File: config.mk
export PLATFORM = sky130hd
export DESIGN_NAME = bcd_entry_to_bin
export DESIGN_NICKNAME = d
export VERILOG_FILES = /design/src/rtl/bcd_entry_pkg.sv /design/src/rtl/bcd_mac10.sv /design/src/rtl/bcd_entry_to_bin.sv
export SDC_FILE = /design/constraint.sdc
export NUM_CORES = 1
export LEC_CHECK = 0
export CORE_MARGIN = 4
export CORE_UTILIZATION = 47
export DETAILED_ROUTE_END_ITERATION = 8
export MAX_ROUTING_LAYER = met4
export PLACE_DENSITY = 0.68
export SLEW_MARGIN = 20
export SYNTH_ARGS = -nofsm -noshare
export SYNTH_HDL_FRONTEND = slang
export SYNTH_SLANG_ARGS = --single-unit
File: constraint.sdc
create_clock -name clk -period 5.85 [get_ports clk]
set_input_delay 1.17 -clock clk [delete_from_list [all_inputs] [get_ports clk]]
set_output_delay 1.17 -clock clk [all_outputs]
set_load 0.01 [all_outputs]
File: src/rtl/bcd_entry_pkg.sv
// rtl/bcd_entry_pkg.sv - shared types, limits and result helper for BCD keypad entry
//
// Purpose: state enum, entry limits and the range-check/negate helper used by
//          bcd_entry_to_bin.
// Ports:   none (package).

package bcd_entry_pkg;

  localparam int ACC_W = 10;

  localparam logic [1:0]       MAX_DIGITS = 2'd3;
  localparam logic [ACC_W-1:0] POS_LIMIT  = 10'd127;
  localparam logic [ACC_W-1:0] NEG_LIMIT  = 10'd128;

  typedef enum logic [1:0] {
    IDLE  = 2'd0,
    ACCUM = 2'd1,
    HOLD  = 2'd2
  } state_t;

  typedef struct packed {
    logic [7:0] bin;
    logic       err;
  } result_t;

  // Range check and two's complement conversion of a magnitude plus sign.
  // -0 naturally yields 0 because ~0 + 1 wraps to 0 in 8 bits.
  function automatic result_t form_result(input logic [ACC_W-1:0] acc,
                                          input logic             neg,
                                          input logic             ovf);
    result_t r;
    if (ovf || (!neg && (acc > POS_LIMIT)) || (neg && (acc > NEG_LIMIT))) begin
      r.bin = 8'd0;
      r.err = 1'b1;
    end else begin
      r.bin = neg ? (~acc[7:0] + 8'd1) : acc[7:0];
      r.err = 1'b0;
    end
    return r;
  endfunction

endpackage

File: src/rtl/bcd_mac10.sv
// rtl/bcd_mac10.sv - combinational acc*10+digit using shift-add
//
// Purpose: one decimal accumulate step without a multiplier.
// Ports:   acc    - current accumulator (ACC_W bits)
//          digit  - BCD digit to append
//          result - acc*10 + digit, truncated to ACC_W bits

module bcd_mac10
  import bcd_entry_pkg::*;
(
  input  logic [ACC_W-1:0] acc,
  input  logic [3:0]       digit,
  output logic [ACC_W-1:0] result
);

  // acc*8 + acc*2 + digit; only called with acc <= 99, so 999 fits in 10 bits.
  assign result = {acc[ACC_W-4:0], 3'b000}
                + {acc[ACC_W-2:0], 1'b0}
                + {{(ACC_W-4){1'b0}}, digit};

endmodule

File: src/rtl/bcd_entry_to_bin.sv
// rtl/bcd_entry_to_bin.sv - keypad BCD digit entry to 8-bit signed binary
//
// Purpose: collects up to three BCD digits and a sign toggle, converts on
//          enter, and holds the result until the consumer accepts it.
// Ports:   clk, rst_n (async active-low)
//          clear                        - synchronous abort, highest priority
//          digit_valid/digit/digit_ready - digit offer handshake
//          sign_key                     - toggles negative flag
//          enter                        - ends entry, result next cycle
//          bin_data/out_err/out_valid/out_ready - result handshake
// Option:  BCD_ENTRY_ECHO_EN adds echo_ones/echo_tens/echo_hundreds/echo_sign
//          showing the digits typed so far.

module bcd_entry_to_bin
  import bcd_entry_pkg::*;
(
  input  logic       clk,
  input  logic       rst_n,
  input  logic       clear,
  input  logic       digit_valid,
  input  logic [3:0] digit,
  output logic       digit_ready,
  input  logic       sign_key,
  input  logic       enter,
  output logic [7:0] bin_data,
  output logic       out_err,
  output logic       out_valid,
  input  logic       out_ready
`ifdef BCD_ENTRY_ECHO_EN
  ,
  output logic [3:0] echo_ones,
  output logic [3:0] echo_tens,
  output logic [3:0] echo_hundreds,
  output logic       echo_sign
`endif
);

  state_t           state, state_n;
  logic [ACC_W-1:0] acc, acc_n, mac_out;
  logic             neg, neg_n;
  logic             ovf, ovf_n;
  logic [1:0]       count, count_n;
  logic [7:0]       bin_n;
  logic             err_n;
  logic             valid_n;
  result_t          res;

`ifdef BCD_ENTRY_ECHO_EN
  logic [3:0] echo_ones_n, echo_tens_n, echo_hundreds_n;
  logic       echo_sign_n;
`endif

  bcd_mac10 u_mac10 (
    .acc    (acc),
    .digit  (digit),
    .result (mac_out)
  );

  assign digit_ready = (state != HOLD) && !enter && !clear;

  // The sign toggled in the enter cycle must already count for the result.
  assign res = form_result(acc, neg ^ sign_key, ovf);

  always_ff @(posedge clk or negedge rst_n) begin
    if (!rst_n) begin
      state     <= IDLE;
      acc       <= '0;
      neg       <= 1'b0;
      ovf       <= 1'b0;
      count     <= 2'd0;
      bin_data  <= 8'd0;
      out_err   <= 1'b0;
      out_valid <= 1'b0;
`ifdef BCD_ENTRY_ECHO_EN
      echo_ones     <= 4'd0;
      echo_tens     <= 4'd0;
      echo_hundreds <= 4'd0;
      echo_sign     <= 1'b0;
`endif
    end else begin
      state     <= state_n;
      acc       <= acc_n;
      neg       <= neg_n;
      ovf       <= ovf_n;
      count     <= count_n;
      bin_data  <= bin_n;
      out_err   <= err_n;
      out_valid <= valid_n;
`ifdef BCD_ENTRY_ECHO_EN
      echo_ones     <= echo_ones_n;
      echo_tens     <= echo_tens_n;
      echo_hundreds <= echo_hundreds_n;
      echo_sign     <= echo_sign_n;
`endif
    end
  end

  always_comb begin
    state_n = state;
    acc_n   = acc;
    neg_n   = neg;
    ovf_n   = ovf;
    count_n = count;
    bin_n   = bin_data;
    err_n   = out_err;
    valid_n = out_valid;
`ifdef BCD_ENTRY_ECHO_EN
    echo_ones_n     = echo_ones;
    echo_tens_n     = echo_tens;
    echo_hundreds_n = echo_hundreds;
    echo_sign_n     = echo_sign;
`endif

    if (clear) begin
      state_n = IDLE;
      acc_n   = '0;
      neg_n   = 1'b0;
      ovf_n   = 1'b0;
      count_n = 2'd0;
      bin_n   = 8'd0;
      err_n   = 1'b0;
      valid_n = 1'b0;
`ifdef BCD_ENTRY_ECHO_EN
      echo_ones_n     = 4'd0;
      echo_tens_n     = 4'd0;
      echo_hundreds_n = 4'd0;
      echo_sign_n     = 1'b0;
`endif
    end else begin
      case (state)
        IDLE, ACCUM: begin
          if (sign_key) begin
            neg_n = !neg;
          end
          if (enter) begin
            // enter wins over a digit offered in the same cycle
            state_n = HOLD;
            bin_n   = res.bin;
            err_n   = res.err;
            valid_n = 1'b1;
          end else if (digit_valid) begin
            if ((digit > 4'd9) || (count == MAX_DIGITS)) begin
              // consumed but discarded; the entry is now invalid
              ovf_n = 1'b1;
            end else begin
              acc_n   = mac_out;
              count_n = count + 2'd1;
              state_n = ACCUM;
`ifdef BCD_ENTRY_ECHO_EN
              echo_hundreds_n = echo_tens;
              echo_tens_n     = echo_ones;
              echo_ones_n     = digit;
`endif
            end
          end
`ifdef BCD_ENTRY_ECHO_EN
          echo_sign_n = neg_n;
`endif
        end
        HOLD: begin
          if (out_ready) begin
            state_n = IDLE;
            acc_n   = '0;
            neg_n   = 1'b0;
            ovf_n   = 1'b0;
            count_n = 2'd0;
            bin_n   = 8'd0;
            err_n   = 1'b0;
            valid_n = 1'b0;
`ifdef BCD_ENTRY_ECHO_EN
            echo_ones_n     = 4'd0;
            echo_tens_n     = 4'd0;
            echo_hundreds_n = 4'd0;
            echo_sign_n     = 1'b0;
`endif
          end
        end
        default: begin
          state_n = IDLE;
        end
      endcase
    end
  end

endmodule
* Word-level counts from Yosys, hierarchy flattened
Cells that the tools add are included.
** Storage, ports and cells
- Bits in registers :: 26
- Logic and storage cells :: 87
- Output and inout bits :: 11
** Cells by class
- Add/sub/neg operators :: 4
- Equality and inequality tests :: 13
- Reduce and logical (&&, ||, !) cells :: 19
- Bitwise logic cells :: 2
- Magnitude comparators :: 3
- Mux-type cells :: 38
** Operator list (number)
- $mux 10 :: 5
- $mux 8 :: 4
- $ne 3x3->1 const B :: 7
- $pmux 10 s2 :: 1
- $mux 2 :: 9
- $pmux 8 s2 :: 1
- $mux 1 :: 11
- $add 10x10->10 :: 1
- $add 10x4->10 :: 1
- $gt 10x7->1 const B :: 1
- $gt 10x8->1 const B :: 1
- $reduce_and 5->1 :: 2
- $mux 9 :: 1
- $reduce_and 3->1 :: 3
- $add 8x1->8 const B :: 1
- $ne 4x4->1 const B :: 2
- $not 8->8 :: 1
- $pmux 1 s2 :: 4
- $pmux 2 s2 :: 2
- $eq 2x2->1 const B :: 2
- $gt 4x4->1 const B :: 1
- $logic_and 1x1->1 :: 4
- $logic_not 1->1 :: 4
- $logic_or 1x1->1 :: 3
- other kinds (7) :: 7

* Depth between registers and ports, before layout
Gate-level depths: netlist (run 1).
- Word-level depth :: 9
- Mapped depth :: 8

* By module
Synthesis (run 1) repeated with hierarchy kept, for this count alone.
** Unflattened totals
- Cell total of the unflattened synthesis :: 181
- Area total of the unflattened synthesis :: 1732.9 µm²
** By module, submodules not included
- bcd_entry_to_bin :: area an instance 1292.5 µm², cells an instance 128, times used 1
- bcd_mac10 :: area an instance 440.4 µm², cells an instance 53, times used 1

* Worst setup path after synthesis (run 1)
Ideal clock, no wire load.
- Path type :: in2reg
- Start :: input port digit[3]
- End :: register acc[8]
- Library setup time :: 0.121 ns
- Cell stages on the path :: 8
- Arrival time :: 2.881 ns
- Data required time :: 5.729 ns
- Slack :: 2.848 ns
- Cells stage by stage :: inv_1 -> fa_1 -> inv_1 -> fa_1 -> a21oi_1 -> o21a_1 -> o311ai_0 -> a22o_1
** Between the ends
- Cells in the longest elaborated chain, start to end :: 6
- Elaborated cells between the ends (all ways) :: 10
- Classes of those cells :: add/sub: 1; order compare: 1; eq/ne: 1; mux: 5; reduce/logical: 2
** Ends and longest elaborated chain
- from (decl) :: RTL line bcd_entry_to_bin.sv:21 : input logic [3:0] digit,
- $add 10x4->10 :: RTL line bcd_mac10.sv:19 : + {{(ACC_W-4){1'b0}}, digit};
- $mux 10 :: RTL line bcd_entry_to_bin.sv:142 : if ((digit > 4'd9) || (count == MAX_DIGITS)) begin
- $mux 10 :: RTL line bcd_entry_to_bin.sv:141 : end else if (digit_valid) begin
- $mux 10 :: RTL line bcd_entry_to_bin.sv:135 : if (enter) begin
- $pmux 10 s2 :: RTL line bcd_entry_to_bin.sv:130 : case (state)
- $mux 10 :: RTL line bcd_entry_to_bin.sv:114 : if (clear) begin
- to (signal assigned) :: RTL line bcd_entry_to_bin.sv:82 : acc <= acc_n;
- to (decl) :: RTL line bcd_entry_to_bin.sv:39 : logic [ACC_W-1:0] acc, acc_n, mac_out;
Several ways; a longest one is shown, not always the timed one. The select of a mux whose other input is x is not followed.
A chain may end at the register's enable or synchronous reset.

* Worst setup path in the final report (run 1)
- Start :: input port clear
- End :: output port digit_ready
** Between the ends
- Cells in the longest elaborated chain, start to end :: 2
** Ends and longest elaborated chain
- from (decl) :: RTL line bcd_entry_to_bin.sv:19 : input logic clear,
- $logic_not 1->1 :: RTL line bcd_entry_to_bin.sv:59 : assign digit_ready = (state != HOLD) && !enter && !clear;
- $logic_and 1x1->1 :: RTL line bcd_entry_to_bin.sv:59
- to (decl) :: RTL line bcd_entry_to_bin.sv:22 : output logic digit_ready,
No other way between the ends.

==> impl_metrics.tcl, run 1 <==
set metrics [dict create \
    crit_fanout 10 \
    clkLatencyLatePin_ns 0.27 \
    synth_cells 184 \
    holdCritPathClass "reg2reg" \
    synth-async-reset-ratio_pct 100 \
    fin_cells 251 \
    arrival_ns 2.82 \
    tightest_slew_ns 0.774 \
    post_cts_buffers 0 \
    path_delay_family "buffers and inverters" \
    period_needed_ns 3.99 \
    critPathMostFrequentCell "clkdlybuf4s50_1" \
    overflow 0 \
    syn_avg_cell_area_um2 9.52 \
    drt_first_pass_iters 4 \
    worstPathRequired_ns 4.68 \
    synth-seq-area-share_pct 37.1 \
    rows 21 \
    path_clk_slew_ns 0.09 \
    cts_tree "done" \
    layout.nets 235 \
    static-leakage-power_uw 0.000892 \
    placed_cells 247 \
    initial_core_util_pct 50.5 \
    grt_max_degree 27 \
    layout-drive-gt1-share_pct 6.83 \
    path_class "in2out" \
    die_h_um 69.1 \
    io_buffers 21 \
    fp.dieArea_um2 4770 \
    syn_to_final_growth_pct 17.3 \
    holdCritStartpoint "bin_data[7]" \
    ys_seq_elements 26 \
    r2r-start "acc[2]" \
    grt_pass1_wl_um 6930 \
    syn_area_um2 1750 \
    vias 1455 \
    grt_pass1_vias 1521 \
    clock_path_buffers 2 \
    hold_viol 0 \
    critPathMaxStageDelay_ns 0.59 \
    drt.antenna.violating_nets 0 \
    status "completed" \
    fin_tns_setup_ns 0 \
    relSlewSlack_pct 48.4 \
    finalCritPeriodShare_pct 68.3 \
    slew_violations 0 \
    drc 0 \
    gp_congestion 0.932 \
    synth-main-ff-cell "dfrtp_1" \
    rsz0062_at_grt "false" \
    cp-end-kind "output pin" \
    cts_hold_buf 0 \
    slowest_stage "clkdlybuf4s50_1" \
    fin_worst_skew_ns 0.00150 \
    cap_violations 0 \
    cts_resized 0 \
    crit_path_start_kind "input pin" \
    totalWireLength_um 3820 \
    yosysWarnings 0 \
    startpoint "clear" \
    cts_root_buf "clkbuf_8" \
    drtIter0Drc 93 \
    vias_per_cell 5.80 \
    numCtsBuffers 3 \
    syn-num-nets 213 \
    grt_usage_pct 17.9 \
    synth-edff-count 0 \
    core_area_um2 3470 \
    dp_hpwl_um 2930 \
    insertedDiodeCount 0 \
    ioPinCount 22 \
    p_per_area_nw_per_um2 342 \
    fmax_ghz 0.250 \
    ir_drop_mv 0.195 \
    dieWidth_um 69.1 \
    htree_num_levels 1 \
    crit_chain "clkdlybuf4s50_1 > or2_1 > nor2_1 > clkdlybuf4s50_1" \
    cts.sinks 26 \
    finalSetupViolCount 0 \
    worst-path-buf-inv 2 \
    yosys.cell_types.count 45 \
    grt_antenna_before_repair 0 \
    wl_per_cell_um 15.2 \
]
-- synthesized netlist by cell type, drive strengths merged (2+ instances only) --
cell	number	share of area (%)
clkbuf	3	0.64
nor3	4	1.1
nor2b	2	0.71
dfrtp	26	37
a211oi	4	2.0
nand3	2	0.57
o41ai	2	2.1
o21a	3	1.3
nand2	19	4.1
nor2	13	2.9
o31ai	3	1.3
a31oi	2	0.71
ha	16	11
a21oi	9	2.6
o21ai	28	8.0
a32o	2	1.1
a22o	2	1.0
fa	2	2.3
or2	3	1.2
inv	10	2.1
buf	2	0.93
xnor2	11	5.9
-- path summary, 6_finish.rpt --
kind / to / slack, ns / cells after the start
setup / recovery: digit_ready / 1.86 / 4
min in group asynchronous: bin_data[3] / 1.27 / 2
setup reg to reg: acc[9] / 3.34 / 8
hold reg to reg: bin_data[7] / 0.49 / 2
hold / removal: bin_data[7] / 0.49 / 2
max in group asynchronous: count[1] / 4.33 / 2
-- metal layers --
layer,routed length [um],GRT usage [%],up-vias
met2,1910,30.0,51
li1,-,-,711
met5,0,-,-
met3,194,3.20,6
met1,1670,21.8,687
met4,40,5.86,0
-- cell families after synthesis --
| group | after synthesis | synth area share, % |
|---|---|---|
| compound gates | 61 | 23.4 |
| simple gates | 51 | 14.9 |
| flops | 26 | 37.1 |
| fa+ha+maj | 18 | 13.7 |
| buf+inv | 15 | 3.71 |
| xor+xnor | 11 | 5.93 |
| mux | 2 | 1.21 |
-- tightest hold or removal path: cells and delay by family (launching register included) --
family | cells | cell delay, ns
AND/OR/NAND/NOR | 1 | 0.05
flip-flops | 1 | 0.35
AO/OA/AOI/OAI | 1 | 0.06
-- metrics by stage --
step / instance area [um^2] / hold slack, ns / setup slack [ns] / total power, uW / utilization [%]
after floorplan: 1750 / 0.462 / 2.85 / 496 / -
after global placement: 2000 / 0.469 / 1.91 / 573 / 57.6
after detailed placement: 2000 / 0.479 / 1.86 / 587 / 57.6
after CTS: 2050 / 0.500 / 1.86 / 707 / 59.2
after global routing: 2050 / 0.529 / 1.78 / 761 / 59.2
final: 2050 / 0.489 / 1.86 / 702 / 59.2
-- area by class of cell --
class / instances / area [um^2]
clock buffers: 4 / 55.1
fillers: 288 / 1410
inverters: 10 / 37.5
multi-input cells: 143 / 1040
flip-flops and latches: 26 / 651
well taps: 46 / 57.6
repair buffers: 22 / 218
-- report_power, final --
group | total [uW] | internal (uW) | switching (uW)
Sequential | 262 | 215 | 46.5
Clock | 118 | 60.2 | 57.6
Combinational | 323 | 155 | 167
Total | 702 | 431 | 272
-- cell usage in the layout, fill, tap and decap left out, types with 2 or more instances in the layout --
cell / Yosys / routed
nand2_1: 19 / 19
xnor2_1: 10 / 10
a22o_1: 2 / 2
or2_1: 2 / 2
o31ai_1: 3 / 3
inv_1: 10 / 10
clkbuf_8: 0 / 4
nand3_1: 2 / 2
a211oi_1: 3 / 3
a21oi_1: 9 / 9
a31oi_1: 2 / 2
o21a_1: 3 / 3
clkdlybuf4s50_1: 0 / 21
fa_1: 2 / 2
nor2_1: 12 / 12
nor3_1: 4 / 4
nor2b_1: 2 / 2
dfrtp_1: 26 / 26
a32o_1: 2 / 2
o21ai_1: 16 / 16
ha_1: 16 / 16
o21ai_0: 12 / 12
-- registers in the layout (all words and copies together), names as in the netlist --
name,cells
out_valid,1
state,2
count,2
neg,1
out_err,1
bin_data,8
acc,10
ovf,1
No activity file was read; power rests on OpenSTA's default activity.
==> inputs of run 2 (changes only) <==
PLACE_DENSITY = 0.71   (was 0.68)
clock period = 3.35 ns   (was 5.85 ns; I/O delays follow)
==> run 2 against run 1 <==
Net effect:
- global-route usage shrank 2.1 points
- cell count grew 0.80%
- sequential share of layout area shrank 0.47 points
- worst hold slack gained 0.0040 ns
- combinational power grew 72%
- cell area grew 1.5%
- sequential cell count is the same
- sequential power grew 75%
- setup slack lost 1.4 ns
- wire length shrank 5.5%
- utilization grew 0.90 points
- clock power grew 120%
- largest power group unchanged
==> impl_metrics.tcl, run 2 (same netlist as run 1, synthesis figures left out) <==
set metrics [dict create \
    status "completed" \
    clock_path_buffers 2 \
    internal_power_uw 808 \
    crit_fanout 3 \
    grt_pass1_wl_um 6070 \
    multiInputGateArea_um2 1040 \
    fmax_ghz 0.346 \
    post_cts_buffers 0 \
    syn_to_final_growth_pct 19.1 \
    layout-drive-gt1-share_pct 7.73 \
    fin_worst_skew_ns 0.00891 \
    htree_num_levels 1 \
    min_path_cells 2 \
    fp.dieArea_um2 4770 \
    fin_cells 253 \
    layout_setup_ws_ns 0.456 \
    io_buffers 21 \
    cts_tree "done" \
    reg_top3 "acc (10), bin_data (8)" \
    hold_viol 0 \
    dieWidth_um 69.1 \
    core_area_um2 3470 \
    finalCritPeriodShare_pct 86.4 \
    holdCritStartpoint "bin_data[6]" \
    mostFrequentLayoutCells "26 x dfrtp_1, 21 x clkdlybuf4s50_1, 19 x nand2_1" \
    cap_violations 0 \
    path_class "in2reg" \
    vias_per_cell 5.69 \
    cts_hold_buf 0 \
    insertedDiodeCount 0 \
    fin_tns_setup_ns 0 \
    slew_violations 0 \
    netSwitchingFraction_pct 36.5 \
    cts.sinks 26 \
    p_sw_uw 465 \
    r2r_slack_ns 0.86 \
    overflow 0 \
    drc 0 \
    registers.top_by_ff_count "acc" \
    cp-end-kind "flop" \
    vias 1440 \
    worstPathRequired_ns 3.52 \
    ir_drop_mv 0.317 \
    register_area_um2 651 \
    grt_max_degree 27 \
    dp_hpwl_um 2890 \
    wl_per_cell_um 14.3 \
    layout.nets 237 \
    rsz0062_at_grt "false" \
    layout_commonest_cell "dfrtp_1" \
    path_clk_slew_ns 0.09 \
    tightest_slew_ns 0.600 \
    finalSetupViolCount 0 \
    cts_root_buf "clkbuf_8" \
    power_frac_comb_pct 43.7 \
    r2r_cells 8 \
    power_uw 1270 \
    drt_first_pass_iters 4 \
    crit_path_start_kind "input pin" \
    largest_reg_flops 10 \
    drtIter0Drc 55 \
    gp_congestion 0.885 \
    holdCritPathClass "reg2reg" \
    drt.antenna.violating_nets 0 \
    ioPinCount 22 \
    rows 21 \
    numCtsBuffers 3 \
    whs_endpoint "bin_data[6]" \
    grt_antenna_before_repair 0 \
    relSlewSlack_pct 59.9 \
    placed_cells 249 \
    post-place-ws_ns 0.182 \
    r2r-start "acc[2]" \
    arrival_ns 3.07 \
    initial_core_util_pct 50.5 \
    clkPwrFrac_pct 20.3 \
    grt_usage_pct 15.8 \
    seqPwrFrac_pct 36.0 \
    p_per_area_nw_per_um2 610 \
    die_h_um 69.1 \
    period_needed_ns 2.89 \
    clkLatencyLatePin_ns 0.27 \
    totalWireLength_um 3610 \
    static-leakage-power_uw 0.000908 \
    reg2reg_to "acc[8]" \
    grt_pass1_vias 1341 \
    cts_resized 0 \
    nFillCells 315 \
]
## run 2: cell types whose count changed in the layout (fill, tap and decap cells not counted), sizes merged
| cell | delta |
|---|---|
| clkbuf | -1 |
| bufinv | +1 |
| buf | +2 |
## run 2: layout make-up
class,instances,area share [%]
Timing Repair Buffer,24,11.2
Inverter,10,1.80
Clock inverter,1,1.44
Clock buffer,3,1.98
Tap cell,46,2.76
Sequential cell,26,31.2
Multi-Input combinational cell,143,49.7
## run 2: critical path, cell delays in order
cell and delay, ns:
clkdlybuf4s50_1 0.50, inv_1 0.07, fa_1 0.53, inv_1 0.07, fa_1 0.46, a21oi_1 0.24
o21a_1 0.19, o311ai_0 0.13, a22o_1 0.21
## run 2: power groups by stage
stage          clock network (uW)  registers (uW)  logic (uW)
6_report                      258             458         556
3_3_place_gp                    0             459         543
2_1_floorplan                   0             448         418
5_1_grt                       275             468         626
3_5_place_dp                    0             463         557
4_1_cts                       265             456         559
## run 2: how the worst max path moves through the flow
stage	from	to
floorplan	digit[3]	acc[8]
global placement	digit[3]	acc[8]
detailed placement	digit[3]	acc[8]
CTS	digit[3]	acc[8]
global route	digit[3]	acc[8]
finish	digit[3]	acc[8]
## run 2: metal layers
metal  track usage, %  vias to the layer above  share of wire, %
met2             27.0                       28                49
met4             5.86                        0               1.7
li1                 -                      712                 -
met3             2.62                        6               3.1
met5                -                        -                 0
met1             18.6                      694                46
## run 2: per-stage QoR
step	util, %	cell area [um^2]	hold slack [ns]
detailed placement	58.1	2010	0.478
finish	60.1	2090	0.493
floorplan	-	1750	0.374
CTS	60.1	2090	0.500
global placement	58.1	2010	0.469
global route	60.1	2090	0.517
